`src/rtl/seg_scan_sched.sv`:
```
// Six-digit multiplexed seven-segment scan scheduler with a sequential
// double-dabble binary-to-BCD converter, leading-zero blanking and sign placement.
module seg_scan_sched #(
  parameter int unsigned CNT_MAX  = 49_999,
  parameter int unsigned DATA_MAX = 999_999
) (
  input  logic        sys_clk,
  input  logic        sys_rst_n,
  input  logic [19:0] data,
  input  logic [5:0]  point,
  input  logic        sign,
  input  logic        seg_en,
  output logic        conv_busy,
  output logic [5:0]  sel,
  output logic [7:0]  seg
);

  localparam int unsigned CW = (CNT_MAX > 0) ? $clog2(CNT_MAX + 1) : 1;

  typedef enum logic [1:0] {IDLE, SHIFT, DONE} conv_state_t;

  conv_state_t   state;
  logic [19:0]   data_clamp;
  logic [19:0]   shreg;
  logic [19:0]   cap_val;
  logic [19:0]   last_val;
  logic [23:0]   bcd;
  logic [23:0]   bcd_adj;
  logic [23:0]   disp;
  logic [4:0]    bit_cnt;
  logic [CW-1:0] cnt;
  logic [2:0]    idx;
  logic [5:0]    blank;
  logic [5:0]    minus_here;
  logic [3:0]    digit;
  logic [7:0]    glyph;

  assign data_clamp = (data > 20'(DATA_MAX)) ? 20'(DATA_MAX) : data;

  always_comb begin
    bcd_adj = bcd;
    for (int unsigned i = 0; i < 6; i++) begin
      if (bcd[4*i +: 4] >= 4'd5) bcd_adj[4*i +: 4] = bcd[4*i +: 4] + 4'd3;
    end
  end

  // The display buffer is only written in DONE, so a half-shifted value is never visible.
  always_ff @(posedge sys_clk or negedge sys_rst_n) begin
    if (!sys_rst_n) begin
      state     <= IDLE;
      shreg     <= '0;
      cap_val   <= '0;
      last_val  <= '0;
      bcd       <= '0;
      disp      <= '0;
      bit_cnt   <= '0;
      conv_busy <= 1'b0;
    end else begin
      case (state)
        IDLE: begin
          if (data_clamp != last_val) begin
            cap_val   <= data_clamp;
            shreg     <= data_clamp;
            bcd       <= '0;
            bit_cnt   <= '0;
            conv_busy <= 1'b1;
            state     <= SHIFT;
          end
        end
        SHIFT: begin
          bcd     <= {bcd_adj[22:0], shreg[19]};
          shreg   <= {shreg[18:0], 1'b0};
          bit_cnt <= bit_cnt + 5'd1;
          if (bit_cnt == 5'd19) state <= DONE;
        end
        DONE: begin
          disp      <= bcd;
          last_val  <= cap_val;
          conv_busy <= 1'b0;
          state     <= IDLE;
        end
        default: state <= IDLE;
      endcase
    end
  end

  always_ff @(posedge sys_clk or negedge sys_rst_n) begin
    if (!sys_rst_n) begin
      cnt <= '0;
      idx <= '0;
    end else if (cnt == CW'(CNT_MAX)) begin
      cnt <= '0;
      idx <= (idx == 3'd5) ? 3'd0 : idx + 3'd1;
    end else begin
      cnt <= cnt + CW'(1);
    end
  end

  // Blanking is monotone upward, so the sign sits on the lowest blank digit.
  always_comb begin
    blank      = '0;
    minus_here = '0;
    blank[5]   = (disp[23:20] == 4'd0) && !point[5];
    for (int unsigned k = 4; k >= 1; k--) begin
      blank[k] = (disp[4*k +: 4] == 4'd0) && !point[k] && blank[k+1];
    end
    for (int unsigned k = 1; k < 6; k++) begin
      minus_here[k] = sign && blank[k] && !blank[k-1];
    end
  end

  always_comb begin
    digit = disp[{idx, 2'b00} +: 4];
    case (digit)
      4'd0:    glyph = 8'hC0;
      4'd1:    glyph = 8'hF9;
      4'd2:    glyph = 8'hA4;
      4'd3:    glyph = 8'hB0;
      4'd4:    glyph = 8'h99;
      4'd5:    glyph = 8'h92;
      4'd6:    glyph = 8'h82;
      4'd7:    glyph = 8'hF8;
      4'd8:    glyph = 8'h80;
      4'd9:    glyph = 8'h90;
      default: glyph = 8'hFF;
    endcase
    if (minus_here[idx])  glyph = 8'hBF;
    else if (blank[idx])  glyph = 8'hFF;
    if (point[idx])       glyph[7] = 1'b0;
  end

  always_ff @(posedge sys_clk or negedge sys_rst_n) begin
    if (!sys_rst_n) begin
      sel <= '0;
      seg <= '1;
    end else if (seg_en) begin
      sel <= 6'b000001 << idx;
      seg <= glyph;
    end else begin
      sel <= '0;
      seg <= '1;
    end
  end

endmodule

```
`config.mk`:
```
export PLATFORM = sky130hd
export DESIGN_NAME = seg_scan_sched
export DESIGN_NICKNAME = d
export VERILOG_FILES = /design/src/rtl/seg_scan_sched.sv
export SDC_FILE = /design/constraint.sdc
export NUM_CORES = 1
export LEC_CHECK = 0
export BUFFER_PORTS_ARGS = -buffer_cell sky130_fd_sc_hd__clkbuf_2
export CORE_MARGIN = 3
export CORE_UTILIZATION = 61
export DETAILED_ROUTE_END_ITERATION = 12
export GPL_ROUTABILITY_DRIVEN = 0
export PLACE_DENSITY = 0.78
export SYNTH_ARGS = -nofsm -noshare
export SYNTH_HDL_FRONTEND = slang
export SYNTH_SLANG_ARGS = --single-unit
```
`constraint.sdc`:
```
create_clock -name sys_clk -period 3.65 [get_ports sys_clk]
set_input_delay 0.73 -clock sys_clk [delete_from_list [all_inputs] [get_ports sys_clk]]
set_output_delay 0.73 -clock sys_clk [all_outputs]
set_load 0.02 [all_outputs]
```
==> impl_metrics.toml <==
[sta]
worstMarginPinSlew_ns = 0.8827
max_freq_mhz = 315.6
finalCriticalPeriod_ns = 3.168
rsz0062_at_grt = "no"
finalClockSkew_ns = 0.004480
hold_viol = 0
setup_violations = 0
holdWs_ns = 0.3314
totalNegativeSetupSlack_ns = 0
finalMaxSlewViolations = 0
fin_crit_sh_pct = 86.81
maxSlewHeadroom_pct = 41.01

[power_and_ir_drop]
p_per_area_nw_per_um2 = 747.1
p_leak_nw = 3.830
ir_worst_vdd_mv = 0.5436
finalPower_mw = 6.381

[final_layout]
layout_commonest_cell = "dfrtp_1"
post-route-util_pct = 70.81
nets = 827
mostFrequentLayoutCells = "dfrtp_1, nand2_1, nor2_1"
final_layout_size_suffix_gt1_share_pct = 17.97
syn2layout_area_growth_pct = 13.09
multi_input_area_um2 = 3506
fill_cells = 870
antennaDiodeCount = 0
seq_area_um2 = 3739

[cts]
clock_path_buffers = 2
cts_resized = 0
path_clk_slew_ns = 0.06
cts_sinks = 149
cts_made_buffers = 17
postCtsHoldBufs = 0
clk_latency_ns = 0.42
postCtsSetupRepairBufs = 0
cts_tree = "yes"
cts-root-buf = "clkbuf_16"
cts_max_level = 4

[detailed_routing]
wl_um = 16480
viasPerCell = 6.002
wire_per_inst_um = 17.20
drtAntennaViolNets = 0
first_iter_violations = 490
vias = 5750
post-route-drc-count = 0
firstDrtPassIters = 5

[global_route]
grt_pass1_wl_um = 27320
grt_antenna_before_repair = 0
grt_pass1_vias = 5616
track_usage_pct = 25.56
grt_max_degree = 79
overflow = 0

[floorplan]
die_y_um = 117.3
ios = 45
start_util_pct = 62.61
die_area_um2 = 13750
rows = 40
die_width_um = 117.3
coreArea_um2 = 12060

[synth]
avgSynthCellArea_um2 = 10.30
async_flop_share_pct = 100.0
synth_seq_cells = 149
ys_types = 70
synth_fp_nets = 783
synth-edff-count = 0
synthCells = 733
yosysSeqAreaShare_pct = 49.50
synth_flop_cell = "dfrtp_1"
yosys_warnings = 0
syn_area_um2 = 7552

[setup_path]
cp-startpoint = "data[15]"
path_max_fanout = 15
cp.depth = 10
rr_worst_depth = 8
cp-end-kind = "flip-flop"
cp-start-kind = "primary input"
cp.required_ns = 3.99
r2r_start = "last_val[19]"
worst-setup-path-type = "in -> reg"
path_buf_inv = 2
cp_top_family = "simple AND/OR/NAND/NOR gates"
ff2ff_setup_slack_ns = 0.90
worst_path_max_delay_cell = "nor4_4"
path_cells = "clkbuf_2 > nor3_1 > o2111ai_2 > nand2_2 > nor4_1 > o41ai_2 > nor3_2 > nor4_4 > buf_4 > o2bb2ai_1"
critPathMaxStageDelay_ns = 0.62
crit_arrival_ns = 3.51
crit_end = "cap_val[6]"
timing.rr.end = "cap_val[9]"

[outcome]
outcome = "completed"

[placed_design]
io_buffers = 44
dp_hpwl_um = 11670

[hold_path]
hold_path_class = "in -> async"

[job]
cap_violations = 0
[how the worst min path moves through the flow]
stage	cells after the start	start	to	slack (ns)
after CTS	1	sys_rst_n	cnt[12]	0.36
after detailed placement	1	conv_busy	conv_busy	0.47
after floorplan	0	sys_rst_n	bcd[0]	0.43
final	1	sys_rst_n	cnt[12]	0.33
after global placement	1	conv_busy	conv_busy	0.46
after global routing	1	sys_rst_n	cnt[7]	0.38
[cells in the mapped netlist (14+ instances only)]
cell        n  area share (%)
o21ai_0    50             3.3
xor2_1     19             2.2
nor2_1     62             3.1
a221o_1    14             1.9
a21oi_1    25             1.7
mux2_2     26             3.9
and2_1     17             1.4
a211oi_1   21             2.1
nand2_1    66             3.3
ha_1       20             3.3
inv_1      41             2.0
dfrtp_1   141              47
nand3_1    14            0.93
clkbuf_1   22             1.1
[layout make-up]
type	count	area share (%)
Sequential cell	149	43.77
Tap cell	168	2.461
Clock inverter	8	0.8643
Clock buffer	24	5.757
Multi-Input combinational cell	506	41.05
Timing Repair Buffer	60	4.205
Inverter	43	1.890
[power breakdown]
part	internal (mW)	switching, mW	total (mW)
sequential	2.25	0.458	2.70
clock	1.01	0.647	1.65
combinational	0.928	1.10	2.03
total	4.18	2.20	6.38
[worst register-to-register path, cell delays in order (launching register included)]
cell and delay, ns:
dfrtp_1 0.39, xor2_1 0.15, nor3_1 0.43, nand3_1 0.18, or3_1 0.44, nor3_2 0.39
nor3_4 0.18, buf_4 0.26, o22a_1 0.21
[kinds of logic (layout without fill, tap and decap cells)]
group / after synthesis / count (layout) / share of synthesized area [%]
AND/OR/NAND/NOR: 241 / 241 / 16.12
multiplexers: 47 / 47 / 7.637
adder cells (fa/ha/maj): 20 / 20 / 3.313
buffers and inverters: 78 / 135 / 4.341
XOR/XNOR: 31 / 31 / 3.595
AO/OA/AOI/OAI: 167 / 167 / 15.49
flip-flops: 149 / 149 / 49.50
[flip-flops by register name, indices dropped and copies added, names as in the netlist]
signal,cells
bcd,24
disp,24
state,2
last_val,20
sel,6
cap_val,20
seg,8
conv_busy,1
shreg,20
bit_cnt,5
idx,3
cnt,16
[metrics by stage]
stage	cells	cell area, um2	setup slack, ns
2_1_floorplan	733	7552	0.4342
3_3_place_gp	926	7975	0.2752
3_5_place_dp	926	7975	0.1464
4_1_cts	958	8541	0.5572
5_1_grt	958	8541	0.3391
6_report	958	8541	0.4816
[per-layer routing]
| layer | part of all wire, % | vias to the layer above | wire [um] | GRT usage [%] |
|---|---|---|---|---|
| li1 | - | 2699 | - | - |
| met1 | 42 | 2800 | 6994 | 32.92 |
| met2 | 50 | 212 | 8233 | 42.19 |
| met3 | 5.1 | 39 | 847 | 6.170 |
| met4 | 2.5 | 0 | 404 | 9.327 |
| met5 | 0 | - | 0 | 0 |
(Power assumes the default switching activity.)
